==> src/rtl/if_stage.sv <==
// if_stage: instruction fetch FSM plus IF/ID register with 1-entry skid buffer.
// Define IF_PERF_CNT_EN to add the o_fetchCnt delivered-instruction counter.
module if_stage #(
  parameter logic [15:0] RESET_PC = 16'h0000,
  parameter logic [15:0] PC_INC = 16'd1
) (
  input  logic        i_clk,
  input  logic        i_rst,
  input  logic        i_stall,
  input  logic        i_flush,
  input  logic        i_redirect,
  input  logic [15:0] i_redirectPc,
  output logic        o_imemRd,
  output logic [15:0] o_imemAddr,
  input  logic [15:0] i_imemData,
  input  logic        i_imemValid,
  output logic [15:0] o_instr,
  output logic [15:0] o_pc,
  output logic        o_valid,
  output logic        o_hlt
`ifdef IF_PERF_CNT_EN
  ,
  output logic [15:0] o_fetchCnt
`endif
);
  localparam logic [3:0] HLT_OP = 4'hF;
  typedef enum logic [1:0] {REQ, WAIT, HALTED} fsmState;
  fsmState state;
  logic [15:0] pc, reqAddr, skidInstr, skidPc;
  logic busy, dropFlag, skidValid;
  logic kill, resp, goodResp, loadSkid, loadResp, load, toSkid, skidNext, loadHlt, issue;
  logic [15:0] respPc, loadInstr, loadPc;
  // busy marks the single outstanding request; responses without one are ignored
  always_comb begin
    kill = i_flush || i_redirect;
    resp = i_imemValid && busy;
    goodResp = resp && !dropFlag && !kill;
    loadSkid = !kill && !i_stall && skidValid;
    loadResp = !kill && !i_stall && !skidValid && goodResp;
    load = loadSkid || loadResp;
    toSkid = goodResp && i_stall;
    respPc = reqAddr + PC_INC;
    loadInstr = loadSkid ? skidInstr : i_imemData;
    loadPc = loadSkid ? skidPc : respPc;
    loadHlt = load && loadInstr[15:12] == HLT_OP;
    skidNext = toSkid || (skidValid && !kill && !loadSkid);
    issue = state == REQ ? !i_redirect
          : state == WAIT && !i_redirect && (!busy || resp) && !skidNext && !loadHlt;
  end
  always_ff @(posedge i_clk) begin
    if (i_rst) begin
      state <= REQ;
      pc <= RESET_PC;
      reqAddr <= 16'h0000;
      busy <= 1'b0;
      dropFlag <= 1'b0;
      skidValid <= 1'b0;
      skidInstr <= 16'h0000;
      skidPc <= 16'h0000;
      o_imemRd <= 1'b0;
      o_imemAddr <= 16'h0000;
      o_instr <= 16'h0000;
      o_pc <= 16'h0000;
      o_valid <= 1'b0;
      o_hlt <= 1'b0;
    end else begin
      o_imemRd <= issue;
      o_imemAddr <= issue ? pc : 16'h0000;
      if (issue) reqAddr <= pc;
      pc <= i_redirect ? i_redirectPc : issue ? pc + PC_INC : pc;
      busy <= issue || (busy && !resp);
      dropFlag <= busy && !resp && (i_redirect || dropFlag);
      o_valid <= load || (o_valid && i_stall && !kill);
      if (load) begin
        o_instr <= loadInstr;
        o_pc <= loadPc;
      end
      skidValid <= skidNext;
      if (toSkid) begin
        skidInstr <= i_imemData;
        skidPc <= respPc;
      end
      o_hlt <= !i_redirect && (o_hlt || loadHlt);
      state <= i_redirect ? (busy && !resp ? WAIT : REQ) : loadHlt ? HALTED : issue ? WAIT : state;
    end
  end
`ifdef IF_PERF_CNT_EN
  always_ff @(posedge i_clk) begin
    if (i_rst) o_fetchCnt <= 16'h0000;
    else if (load) o_fetchCnt <= o_fetchCnt + 16'd1;
  end
`endif
endmodule

==> config.mk <==
export PLATFORM = sky130hd
export DESIGN_NAME = if_stage
export DESIGN_NICKNAME = d
export VERILOG_FILES = /design/src/rtl/if_stage.sv
export SDC_FILE = /design/constraint.sdc
export NUM_CORES = 1
export LEC_CHECK = 0
export ABC_AREA = 1
export CELL_PAD_IN_SITES_DETAIL_PLACEMENT = 1
export CELL_PAD_IN_SITES_GLOBAL_PLACEMENT = 1
export CORE_UTILIZATION = 31
export CTS_CLUSTER_SIZE = 30
export DETAILED_ROUTE_END_ITERATION = 6
export PLACE_DENSITY_LB_ADDON = 0.1
export SLEW_MARGIN = 30
export SYNTH_ARGS = -nofsm -noshare
export SYNTH_HDL_FRONTEND = slang
export SYNTH_SLANG_ARGS = --single-unit
==> constraint.sdc <==
create_clock -name i_clk -period 2.29 [get_ports i_clk]
set_input_delay 0.229 -clock i_clk [delete_from_list [all_inputs] [get_ports i_clk]]
set_output_delay 0.229 -clock i_clk [all_outputs]
set_load 0.02 [all_outputs]
Word-level counts from Yosys, hierarchy flattened
Index checks and enable logic that the tools add are counted.
- logic and storage cells: 70
- register bits after elaboration: 120
- muxes and demuxes: 9
- reductions and logical operators: 42
- eq/ne operators: 2
- add/sub/neg operators: 2
- bitwise logic cells: 1
- operators by type and width (kind ; count):
    two-way mux 16 bit ; 4
    adder 16 x 1 -> 16 bit (second input constant) ; 2
    logical AND 1 bit ; 20
    zero test 1 bit ; 10
    logical OR 1 bit ; 8
    two-way mux 2 bit ; 3
    == test 4 bit (second input constant) ; 1
    nonzero test 3 bit ; 1
    == test 2 x 1 -> 1 bit (second input constant) ; 1
    zero test 2 bit ; 1
    two-way mux 1 bit ; 2
    nonzero test 2 bit ; 1
    OR reduction 2 bit ; 1
    NOT 1 bit ; 1

Longest topological paths before layout
Gate-level depths: netlist of the first run.
- depth in word-level cells: 14
- gate-level depth with buffers: 12
- depth with buffers taken out: 11

Least setup slack after synthesis of the first run
Ideal clock, no wire load.
- path kind: register to register
- start: register pc[0]
- end: register pc[10]
- library setup time: 0.071 ns
- cell stages (with the launch flop): 12
- period minus slack after synthesis: 1.596 ns
- required time: 2.219 ns
- buffers on the path: 0
- arrival: 1.525 ns
- slack: 0.694 ns
- path through: dfxtp_1 -> ha_1 -> nand2_1 -> nor2_1 -> nand3_1 -> nor2_1 -> nand3_1 -> nand2_1 -> nand3_1 -> nand2_1 -> nand2_1 -> a21oi_1
- longest elaborated chain between the ends: 3
- ends and longest elaborated chain (what ; RTL line ; RTL):
    start: declaration ; 29 ; logic [15:0] pc, reqAddr, skidInstr, skidPc;
    start signal: assignment ; 70 ; pc <= i_redirect ? i_redirectPc : issue ? pc + PC_INC : pc;
    adder 16 x 1 -> 16 bit ; 70 ;
    two-way mux 16 bit (2 in a row) ; 70 ;
Every way passes these cells. The select of a mux whose other input is x is not followed.
A chain may end at the register's enable or synchronous reset.

Worst setup path after layout of the first run
- start: register reqAddr[0]
- end: register o_pc[6]
- longest elaborated chain between the ends: 2
- ends and longest elaborated chain (what ; RTL line ; RTL):
    start: declaration ; 29 ;
    start signal: assignment ; 69 ; if (issue) reqAddr <= pc;
    adder 16 x 1 -> 16 bit ; 42 ; respPc = reqAddr + PC_INC;
    two-way mux 16 bit ; 44 ; loadPc = loadSkid ? skidPc : respPc;
    end signal: assignment ; 76 ; o_pc <= loadPc;
    end: declaration ; 18 ; output logic [15:0] o_pc,
Every way passes these cells.

==> metrics.md, run 1 <==
| Metric | Value |
|---|---|
| Number of global-route vias before repair | just over 5000 |
| Vias | ~5000 |
| Ys flop type | dfxtp_1 |
| Distinct cells, synth | 34 |
| Post-CTS Setup Bufs | 0 |
| Initial antenna violation count | 0 |
| Slew HR | 70.9% |
| CP max stage delay | roughly 0.44 ns |
| Fin crit share | roughly four fifths |
| RR Startpoint | reqAddr[0] |
| Worst hold path class | in -> reg |
| CP Launch Type | register |
| Max-cap violations | 0 |
| Synth top area cells | dfxtp_1, o21ai_0, nand2_1, a21oi_1, inv_1 |
| Clock network fraction of design power | between 40 and 50% |
| Initial DRC count | roughly 210 |
| Lkg Pwr | approximately 2.9 nW |
| Die H | approximately 130 µm |
| F_max | 0.551 GHz |
| Routed vias/inst | approximately 5 |
| Crit-path cells | ha_1, nand2_1, nor3_1, xor2_1, nand2_1, o21ai_0, a21oi_1 |
| Sum Neg Setup Slack | 0 ns |
| Final hold vios | 0 |
| H-tree levels | 4 |
| Die Width | around 130 µm |
| Measured slew at the worst slew-check pin | ~0.43 ns |
| Post-DP HPWL | roughly 11 mm |
| First drt pass iteration count | 6 |
| Net Sw Frac | 23.7% |
| Max stage delay cell, worst path | dfxtp_1 |
| R2r worst-path depth | 7 |
| Gr usage total | between 15 and 20% |
| Pins Over Slew Limit | 0 |
| Sequential element share of the synthesized area | a little under half |
| Internal power | about 3.8 mW |
| Area Overhead vs Synth | 31.9% |
| Gate Count Post-Synth | between 700 and 800 |
| Worst-skew pair later-pin latency | a little over 0.4 ns |
| Longest Clk Path Bufs | 2 |
| Post-Syn Area | around 5300 µm² |
| WHS Path Cells | 3 |
| Combinational share of power | a little over 9% |
| FF-to-FF setup slack | between 0.4 and 0.5 ns |
| Syn avg cell area | 7.51 µm² |
| Net Sw Power | 1.19 mW |
| Final setup viols | 0 |
| Antenna Cells | 0 |
| CTS Buf Count | 17 |
| Synth top area share | a little under half |
| Clock slew at reported path FFs | about 0.050 ns |
| Synth Register Bits | 120 |
| Routed length per instance | around 15 µm |
| RSZ-0062 raised after global routing | false |
| Clock tree from TritonCTS | done |
| Post-CTS Hold Fix Bufs | 0 |
| Gates resized, CTS repair | 0 |
| Run status | finished clean |
| Port bufs | 88 |
| Filler cells | around 2000 |
| Post-DRT Antenna Nets | 0 |
| Most frequent CP cell | nand2_1 |
| Worst R2R End | o_pc[6] |
| Core area | ~17000 µm² |
| # DRC | 0 |
| Fraction of registers with async set/reset | 0% |
| VDD IR-drop max | roughly 0.51 mV |
| Hold Startpoint | i_imemData[3] |
| Root Buffer | clkbuf_16 |
| Pwr per Cell Area | 720 nW/µm² |
| Post-synth EDFFs | 0 |
| Initial core utilization | between 30% and 40% |
| Critical Path RT | ~2.6 ns |
| Core Rows | 47 |
| First-pass GRT wire length | approximately 25 mm |
| Final setup margin | roughly 0.48 ns |
| I/O pin cnt | 89 |
| Post-layout min period | 1.81 ns |
| CP endpoint kind | register |
| Yosys warnings | 0 |
| Layout cells sized above 1 | 9.86% |
| Die ar. | 17600 µm² |
| Synth area leader | dfxtp_1 |
| Total Wirelength | around 15 mm |
| Pre-CTS setup slack | 0.0470 ns |
| Reg power frac | a little over two fifths |
| Congestion Overflow GR | 0 |
| Crit-path max FO | 5 |
| CP arrival | roughly 2.1 ns |
| Routability cong. | approximately 0.85 |
| Clock Skews | about 0.012 ns |
| Largest net degree at the start of global routing | 64 |
| Num Clock Sinks | 120 |
| Critical path class | reg -> reg |
| # nets final | approximately 830 |
| Synthesized Nets | 746 |
| WHS Endpoint | skidInstr[3] |
-- power by group through the flow --
stage               sequential (mW)  clock [mW]  combinational (mW)
floorplan                      2.26           0               0.254
global placement               2.25           0               0.460
detailed placement             2.25           0               0.471
CTS                            2.21        2.44               0.474
global route                   2.22        2.53               0.515
finish                         2.21        2.36               0.464
-- logic make-up after synthesis --
| logic type | after synthesis | share of synthesized area (%) |
|---|---|---|
| flops | 120 | 45.3 |
| compound gates | 198 | 19.9 |
| fa+ha+maj | 2 | 0.472 |
| buf+inv | 112 | 8.76 |
| simple gates | 265 | 24.0 |
| xor+xnor | 9 | 1.49 |
-- placed cells by master, fill, tap and decap left out, types with 17 or more instances in the layout --
cell and count:
nand2_1 125, dfxtp_1 120, o21ai_0 96, clkdlybuf4s50_1 88, a21oi_1 78, inv_1 73
nor2_1 42, nand3_1 36, nand4_1 25, clkbuf_16 17
-- layer usage --
layer	part of all wire [%]	vias to the layer above	GRT usage, %
met3	2.9	15	4.21
met5	0	-	0
met2	48	80	30.2
met1	48	2355	22.3
li1	-	2524	-
met4	1.2	0	5.56
-- registers in the layout, indices dropped and copies added (netlist names), 2 cells and up --
name / count
reqAddr: 16
skidInstr: 16
skidPc: 16
state: 2
o_instr: 16
o_imemAddr: 16
o_pc: 16
pc: 16
-- worst max-delay path by stage --
stage,startpoint,endpoint
floorplan,pc[0],pc[10]
global placement,i_redirect,reqAddr[0]
detailed placement,i_redirect,pc[0]
CTS,reqAddr[0],o_pc[6]
global route,pc[0],pc[10]
finish,reqAddr[0],o_pc[6]
-- cells in the mapped netlist (3+ instances only) --
cell type and instances:
nor3_1 11, o21ai_0 96, nand3_4 3, dfxtp_1 120, inv_1 73, nand2_1 125
a21oi_1 78, nand2_2 12, buf_6 3, nand3_1 36, xor2_1 7, o211ai_1 7
o21ai_2 11, clkbuf_1 25, nor2_1 43, nand4_1 25, nor2_4 3, buf_1 5
-- cell type report --
cell class                 instances  area (µm²)  area share, %
multi-input combinational        474        2440           34.9
sequential                       120        2400           34.4
timing repair buffer             105        1070           15.3
clock buffer                      24         502           7.18
inverter                          74         278           3.97
tap                              220         275           3.94
clock inverter                     4        20.0          0.286
-- stage by stage --
| stage | std cells | instance area, µm² | power (mW) | utilization [%] | hold WS, ns |
|---|---|---|---|---|---|
| final | 1021 | 6990 | 5.03 | 42.0 | 0.389 |
| after detailed placement | 993 | 6470 | 2.72 | 38.9 | 0.457 |
| after global placement | 993 | 6470 | 2.71 | 38.9 | 0.451 |
| after global routing | 1021 | 6990 | 5.26 | 42.0 | 0.401 |
| after CTS | 1021 | 6990 | 5.12 | 42.0 | 0.370 |
| after floorplan | 706 | 5300 | 2.51 | - | 0.377 |
-- critical path, delay by kind of cell, from the launching register on --
family	cells	cell delay, ns
AND/OR/NAND/NOR	3	0.52
flip-flops	1	0.44
adder cells (fa/ha/maj)	1	0.27
XOR/XNOR	1	0.26
AO/OA/AOI/OAI	2	0.20
No activity file was read; power rests on OpenSTA's default activity.
==> run 2, diff against run 1 <==
==> constraint.sdc (replaced) <==
create_clock -name i_clk -period 1.6 [get_ports i_clk]
set_input_delay 0.16 -clock i_clk [delete_from_list [all_inputs] [get_ports i_clk]]
set_output_delay 0.16 -clock i_clk [all_outputs]
set_load 0.02 [all_outputs]
==> metrics.md, run 2 (same netlist as run 1, synthesis figures left out) <==
| Metric | Value |
|---|---|
| Fin crit share | 101% (was 79.2%) |
| Slew HR | 75.7% (was 70.9%) |
| Most frequent cells in the layout | dfxtp_1, nand2_1, o21ai_0, clkdlybuf4s50_1, a21oi_1 (was nand2_1, dfxtp_1, o21ai_0, clkdlybuf4s50_1, a21oi_1) |
| CTS Buf Count | 17 (unchanged) |
| Crit-path cells | buf_6, nand4_1, nand2_2, nor2_4, nand3_4, nand2_8, nand2_8, nor2_4, buf_6, nand2_2, o21ai_2 (was ha_1, nand2_1, nor3_1, xor2_1, nand2_1, o21ai_0, a21oi_1) |
| Port bufs | 88 (unchanged) |
| Congestion Overflow GR | 0 (unchanged) |
| Clock network fraction of design power | 50.5% (was 46.9%) |
| Final core occ | 48.2% (was 42.0%) |
| Worst hold path class | in -> reg (unchanged) |
| Longest Clk Path Bufs | 2 (unchanged) |
| Final setup margin | -0.0151 ns (was 0.475 ns) |
| Die ar. | 17600 µm² (unchanged) |
| Crit-path max FO | 4 (was 5) |
| First-pass GRT wire length | 27.5 mm (was 25.1 mm) |
| Die H | 133 µm (unchanged) |
| Root Buffer | clkbuf_16 (unchanged) |
| H-tree levels | 4 (unchanged) |
| Lkg Pwr | 3.34 nW (was 2.85 nW) |
| Routed vias/inst | 4.89 (was 4.87) |
| First drt pass iteration count | 4 (was 6) |
| Hold_ws | 0.318 ns (was 0.389 ns) |
| Pins Over Slew Limit | 0 (unchanged) |
| Commonest non-fill, non-tap cell in the layout | dfxtp_1 (was nand2_1) |
| Critical path class | reg -> reg (unchanged) |
| Max stage delay cell, worst path | dfxtp_4 (was dfxtp_1) |
| I/O pin cnt | 89 (unchanged) |
| Critical Path RT | 1.94 ns (was 2.57 ns) |
| # nets final | 905 (was 832) |
| Post-DP HPWL | 11.6 mm (was 10.6 mm) |
| Internal power | 6.29 mW (was 3.84 mW) |
| Area Overhead vs Synth | 51.2% (was 31.9%) |
| Antenna Cells | 0 (unchanged) |
| Final hold vios | 0 (unchanged) |
| Net Sw Frac | 22.8% (was 23.7%) |
| Gr usage total | 19.5% (was 17.8%) |
| Total Wirelength | 17.3 mm (was 15.0 mm) |
| Vias | 5371 (was 4974) |
| Post-DRT Antenna Nets | 0 (unchanged) |
| Measured slew at the worst slew-check pin | 0.364 ns (was 0.433 ns) |
| RSZ-0062 raised after global routing | true (was false) |
| F_max | 0.619 GHz (was 0.551 GHz) |
| Total power | 8.15 mW (was 5.03 mW) |
| Final setup viols | 6 (was 0) |
| Reg power frac | 38.7% (was 43.9%) |
| Clock Skews | 0.00738 ns (was 0.0118 ns) |
| Worst-skew pair later-pin latency | 0.41 ns (about the same) |
| Non-Filler Instances | 1098 (was 1021) |
| Combinational share of power | 10.8% (was 9.2%) |
| Pwr per Cell Area | 1020 nW/µm² (was 720 nW/µm²) |
| CP arrival | 1.95 ns (was 2.10 ns) |
| Max-cap violations | 0 (unchanged) |
| Die Width | 133 µm (unchanged) |
| Layout cells sized above 1 | 24.6% (was 9.86%) |
| Clock tree from TritonCTS | done (unchanged) |
| Routed length per instance | 15.7 µm (was 14.7 µm) |
| Initial core utilization | 31.9% (unchanged) |
| Run status | finished with violations (was finished clean) |
| Num Clock Sinks | 120 (unchanged) |
| Largest net degree at the start of global routing | 63 (was 64) |
| Post-layout min period | 1.62 ns (was 1.81 ns) |
| Clock slew at reported path FFs | 0.05 ns (about the same) |
| Core area | 16600 µm² (unchanged) |
| Net Sw Power | 1.86 mW (was 1.19 mW) |
| Initial antenna violation count | 0 (unchanged) |
| VDD IR-drop max | 0.786 mV (was 0.509 mV) |
| Cell count after placement | 1042 (was 993) |
| Initial DRC count | 296 (was 207) |
| Core Rows | 47 (unchanged) |
| Failing checks | setup timing |
| CP max stage delay | 0.36 ns (was 0.44 ns) |
| Post-CTS Hold Fix Bufs | 0 (unchanged) |
| Number of global-route vias before repair | 5566 (was 5045) |
| Routability cong. | 0.900 (was 0.851) |
| CP Launch Type | register (unchanged) |
| CP endpoint kind | register (unchanged) |
| # DRC | 0 (unchanged) |
| Filler cells | 1981 (was 1992) |
==> run 2: cell count changes in the layout (fill, tap and decap cells not counted), sizes merged, moves of 2 or more <==
cell           before  now
bufinv              0    4
buf                17   86
clkbuf             24   26
clkdlybuf4s50      88   86
==> run 2: worst paths after layout <==
check,to,start,slack [ns],cells after the start
worst max-delay path,reqAddr[5],skidValid,-0.02,11
worst min-delay path,skidInstr[1],i_imemData[1],0.32,3
worst max register to register,reqAddr[5],skidValid,-0.02,11
worst min register to register,o_hlt,o_hlt,0.47,2
==> run 2: power by group through the flow <==
stage	clock [mW]	combinational (mW)	sequential, mW
final	4.11	0.883	3.15
after global routing	4.34	0.960	3.16
after CTS	4.20	0.818	3.15
after detailed placement	0	0.772	3.21
after global placement	0	0.753	3.20
after floorplan	0	0.364	3.23
==> run 2: per-layer routing <==
| layer | global-route usage (%) | share of wire [%] |
|---|---|---|
| met1 | 23.5 | 45 |
| met4 | 7.85 | 2.0 |
| met3 | 3.87 | 2.9 |
| met2 | 33.9 | 51 |
| met5 | 0 | 0 |
==> run 2: repair_timing <==
item | CTS | global route
endpoints found under the setup margin | 52 | 78
buffers inserted | 9 | 11
pin swaps | 13 | 27
cloned | 2 | 2
gates resized for setup | 25 | 69
==> run 2: layout make-up <==
cell class              count  area (µm²)  share of cell area, %
flip-flops and latches    120        2420                   30.2
multi-input cells         476        2690                   33.6
clock buffers              24         502                   6.26
inverters                  74         282                   3.51
repair buffers            176        1700                   21.2
well taps                 220         275                   3.43
clock inverters             8         140                   1.75
==> run 2: through the flow <==
| step | setup TNS (ns) | instance area [µm²] | setup WS (ns) |
|---|---|---|---|
| 2_1_floorplan | 0 | 5300 | 0.00438 |
| 4_1_cts | -0.0423 | 7660 | -0.0100 |
| 6_report | -0.0473 | 8010 | -0.0151 |
| 5_1_grt | -2.87 | 8010 | -0.110 |
| 3_5_place_dp | -36.62 | 6850 | -0.531 |
| 3_3_place_gp | -28.37 | 6850 | -0.385 |
==> run 2: critical path: cells and delay by family, from the launching register on <==
| kind | cells | cell delay [ns] |
|---|---|---|
| compound gates | 1 | 0.05 |
| buf+inv | 2 | 0.26 |
| flops | 1 | 0.36 |
| simple gates | 8 | 0.87 |
==> run 3, diff against run 2 <==
--- a/config.mk
+++ b/config.mk
@@ -11,6 +11,7 @@
 export CORE_UTILIZATION = 31
 export CTS_CLUSTER_SIZE = 30
 export DETAILED_ROUTE_END_ITERATION = 6
+export MAX_ROUTING_LAYER = met4
 export PLACE_DENSITY_LB_ADDON = 0.1
 export SLEW_MARGIN = 30
 export SYNTH_ARGS = -nofsm -noshare
==> metrics.md, run 3 (same netlist as run 1, synthesis figures left out) <==
| Metric | Value |
|---|---|
| Die H | 133 µm (unchanged) |
| Vias | 5361 (was 5371) |
| H-tree levels | 4 (unchanged) |
| Initial antenna violation count | 0 (unchanged) |
| Congestion Overflow GR | 0 (unchanged) |
| Total power | 7.76 mW (was 8.15 mW) |
| Hold Startpoint | i_redirect (was i_imemData[1]) |
| Initial core utilization | 31.9% (unchanged) |
| # DRC | 0 (unchanged) |
| Max-cap violations | 0 (unchanged) |
| Most frequent CP cell | nand2_8 |
| Pins Over Slew Limit | 0 (unchanged) |
| R2r worst-path depth | 10 (was 11) |
| Worst R2R End | reqAddr[15] (was reqAddr[5]) |
| Worst-skew pair later-pin latency | 0.41 ns (about the same) |
| Root Buffer | clkbuf_16 (unchanged) |
| Hold_ws | 0.278 ns (was 0.318 ns) |
| Num Clock Sinks | 120 (unchanged) |
| Clock Skews | 0.00667 ns (was 0.00738 ns) |
| # nets final | 902 (was 905) |
| Placed cell area | 6850 µm² (unchanged) |
| Die Width | 133 µm (unchanged) |
| F_max | 0.629 GHz (was 0.619 GHz) |
| Number of global-route vias before repair | 5439 (was 5566) |
| Routed vias/inst | 4.90 (was 4.89) |
| Worst hold path class | in -> reg (unchanged) |
| Antenna Cells | 0 (unchanged) |
| Commonest non-fill, non-tap cell in the layout | dfxtp_1 (unchanged) |
| I/O pin cnt | 89 (unchanged) |
| Area Overhead vs Synth | 49.5% (was 51.2%) |
| CP arrival | 1.89 ns (was 1.95 ns) |
| VDD IR-drop max | 0.717 mV (was 0.786 mV) |
| Kind of cell adding the most delay to the critical path | simple AND/OR/NAND/NOR gates (unchanged) |
| Longest Clk Path Bufs | 2 (unchanged) |
| Post-route cell area | 7930 µm² (was 8010 µm²) |
| CP Launch Type | register (unchanged) |
| Post-layout min period | 1.59 ns (was 1.62 ns) |
| Post-DP HPWL | 11.6 mm (about the same) |
| WHS Endpoint | skidValid (was skidInstr[1]) |
| Die ar. | 17600 µm² (unchanged) |
| Core area | 16600 µm² (unchanged) |
| Run status | finished clean (was finished with violations) |
| Lkg Pwr | 3.32 nW (was 3.34 nW) |
| Worst Path Buf+Inv | 1 (was 2) |
| RSZ-0062 raised after global routing | true (unchanged) |
| Measured slew at the worst slew-check pin | 0.357 ns (was 0.364 ns) |
| CP endpoint kind | register (unchanged) |
| First drt pass iteration count | 4 (unchanged) |
| RR Startpoint | skidValid (unchanged) |
| FF-to-FF setup slack | 0.01 ns (was -0.02 ns) |
| Final hold vios | 0 (unchanged) |
| Total Wirelength | 17.3 mm (about the same) |
| Final setup viols | 0 (was 6) |
| Gr usage total | 20.1% (was 19.5%) |
| Final core occ | 47.6% (was 48.2%) |
| Initial DRC count | 226 (was 296) |
| Critical Path RT | 1.90 ns (was 1.94 ns) |
| Crit-path max FO | 9 (was 4) |
| Most frequent cells in the layout | dfxtp_1, nand2_1, clkdlybuf4s50_1, o21ai_0, a21oi_1 (was dfxtp_1, nand2_1, o21ai_0, clkdlybuf4s50_1, a21oi_1) |
| Fin crit share | 99.3% (was 101%) |
| Largest net degree at the start of global routing | 63 (unchanged) |
| CTS Buf Count | 17 (unchanged) |
| Routed length per instance | 15.8 µm (was 15.7 µm) |
| Sum Neg Setup Slack | 0 ns (was -0.0473 ns) |
| Core Rows | 47 (unchanged) |
| Layout cells sized above 1 | 24.5% (was 24.6%) |
| Port bufs | 88 (unchanged) |
| Critical path class | reg -> reg (unchanged) |
| WHS Path Cells | 6 (was 3) |
| Max stage delay cell, worst path | dfxtp_4 (unchanged) |
| CP max stage delay | 0.37 ns (was 0.36 ns) |
| Post-DRT Antenna Nets | 0 (unchanged) |
| Slew HR | 76.2% (was 75.7%) |
| Crit-path cells | nand3_4, nand2_1, nand2_2, nor2_4, nand3_4, nand2_8, nand2_8, nand2_8, buf_4, o21ai_2 (was buf_6, nand4_1, nand2_2, nor2_4, nand3_4, nand2_8, nand2_8, nor2_4, buf_6, nand2_2, o21ai_2) |
| Routability cong. | 0.916 (was 0.900) |
| First-pass GRT wire length | 27.4 mm (was 27.5 mm) |
| Pwr per Cell Area | 979 nW/µm² (was 1020 nW/µm²) |
| Clock slew at reported path FFs | 0.05 ns (about the same) |
| Clock tree from TritonCTS | done (unchanged) |
| Filler cells | 1971 (was 1981) |
-- run 3: timing repair --
action / CTS / global route
buffers inserted: 7 / 9
pin swaps: 10 / 26
hold buffers: 0 / 0
gates resized for setup: 20 / 72
cloned: 1 / 4
hold endpoints to repair: 0 / 0
setup endpoints to repair: 53 / 82
-- run 3: worst max-delay path by stage --
stage	from	endpoint	slack (ns)	depth (start not counted)
2_1_floorplan	pc[0]	pc[10]	0.004	11
3_3_place_gp	i_redirect	reqAddr[0]	-0.39	12
3_5_place_dp	i_redirect	reqAddr[15]	-0.50	12
4_1_cts	pc[0]	pc[10]	-0.03	12
5_1_grt	skidValid	reqAddr[5]	-0.08	11
6_report	skidValid	reqAddr[15]	0.01	10
-- run 3: area by class of cell --
type | count | area [µm²] | share of cell area, %
Multi-Input combinational cell | 476 | 2690 | 34.0
Sequential cell | 120 | 2420 | 30.5
Timing Repair Buffer | 173 | 1680 | 21.2
Clock buffer | 23 | 478 | 6.03
Inverter | 74 | 284 | 3.58
Tap cell | 220 | 275 | 3.47
Clock inverter | 9 | 97.6 | 1.23
-- run 3: worst min-delay path: cells and delay by family --
kind / cells / cell delay (ns)
buf+inv: 2 / 0.21
simple gates: 4 / 0.28
-- run 3: routing by layer --
layer | up-vias | GRT usage, % | part of all wire (%)
met4 | 0 | 8.05 | 2.1
met5 | - | - | 0
li1 | 2666 | - | -
met3 | 28 | 3.56 | 2.9
met2 | 104 | 33.5 | 50
met1 | 2563 | 23.9 | 45
-- run 3: report_power, final --
part	total [mW]	internal [mW]	switching [mW]
Combinational	0.879	0.396	0.482
Clock	3.73	2.40	1.34
Sequential	3.15	3.08	0.0683
Total	7.76	5.88	1.89
-- run 3: stage by stage --
step	std cells	setup slack (ns)
finish	1095	0.0112
global route	1095	-0.0831
CTS	1082	-0.0347
detailed placement	1042	-0.501
global placement	1042	-0.386
floorplan	706	0.00438
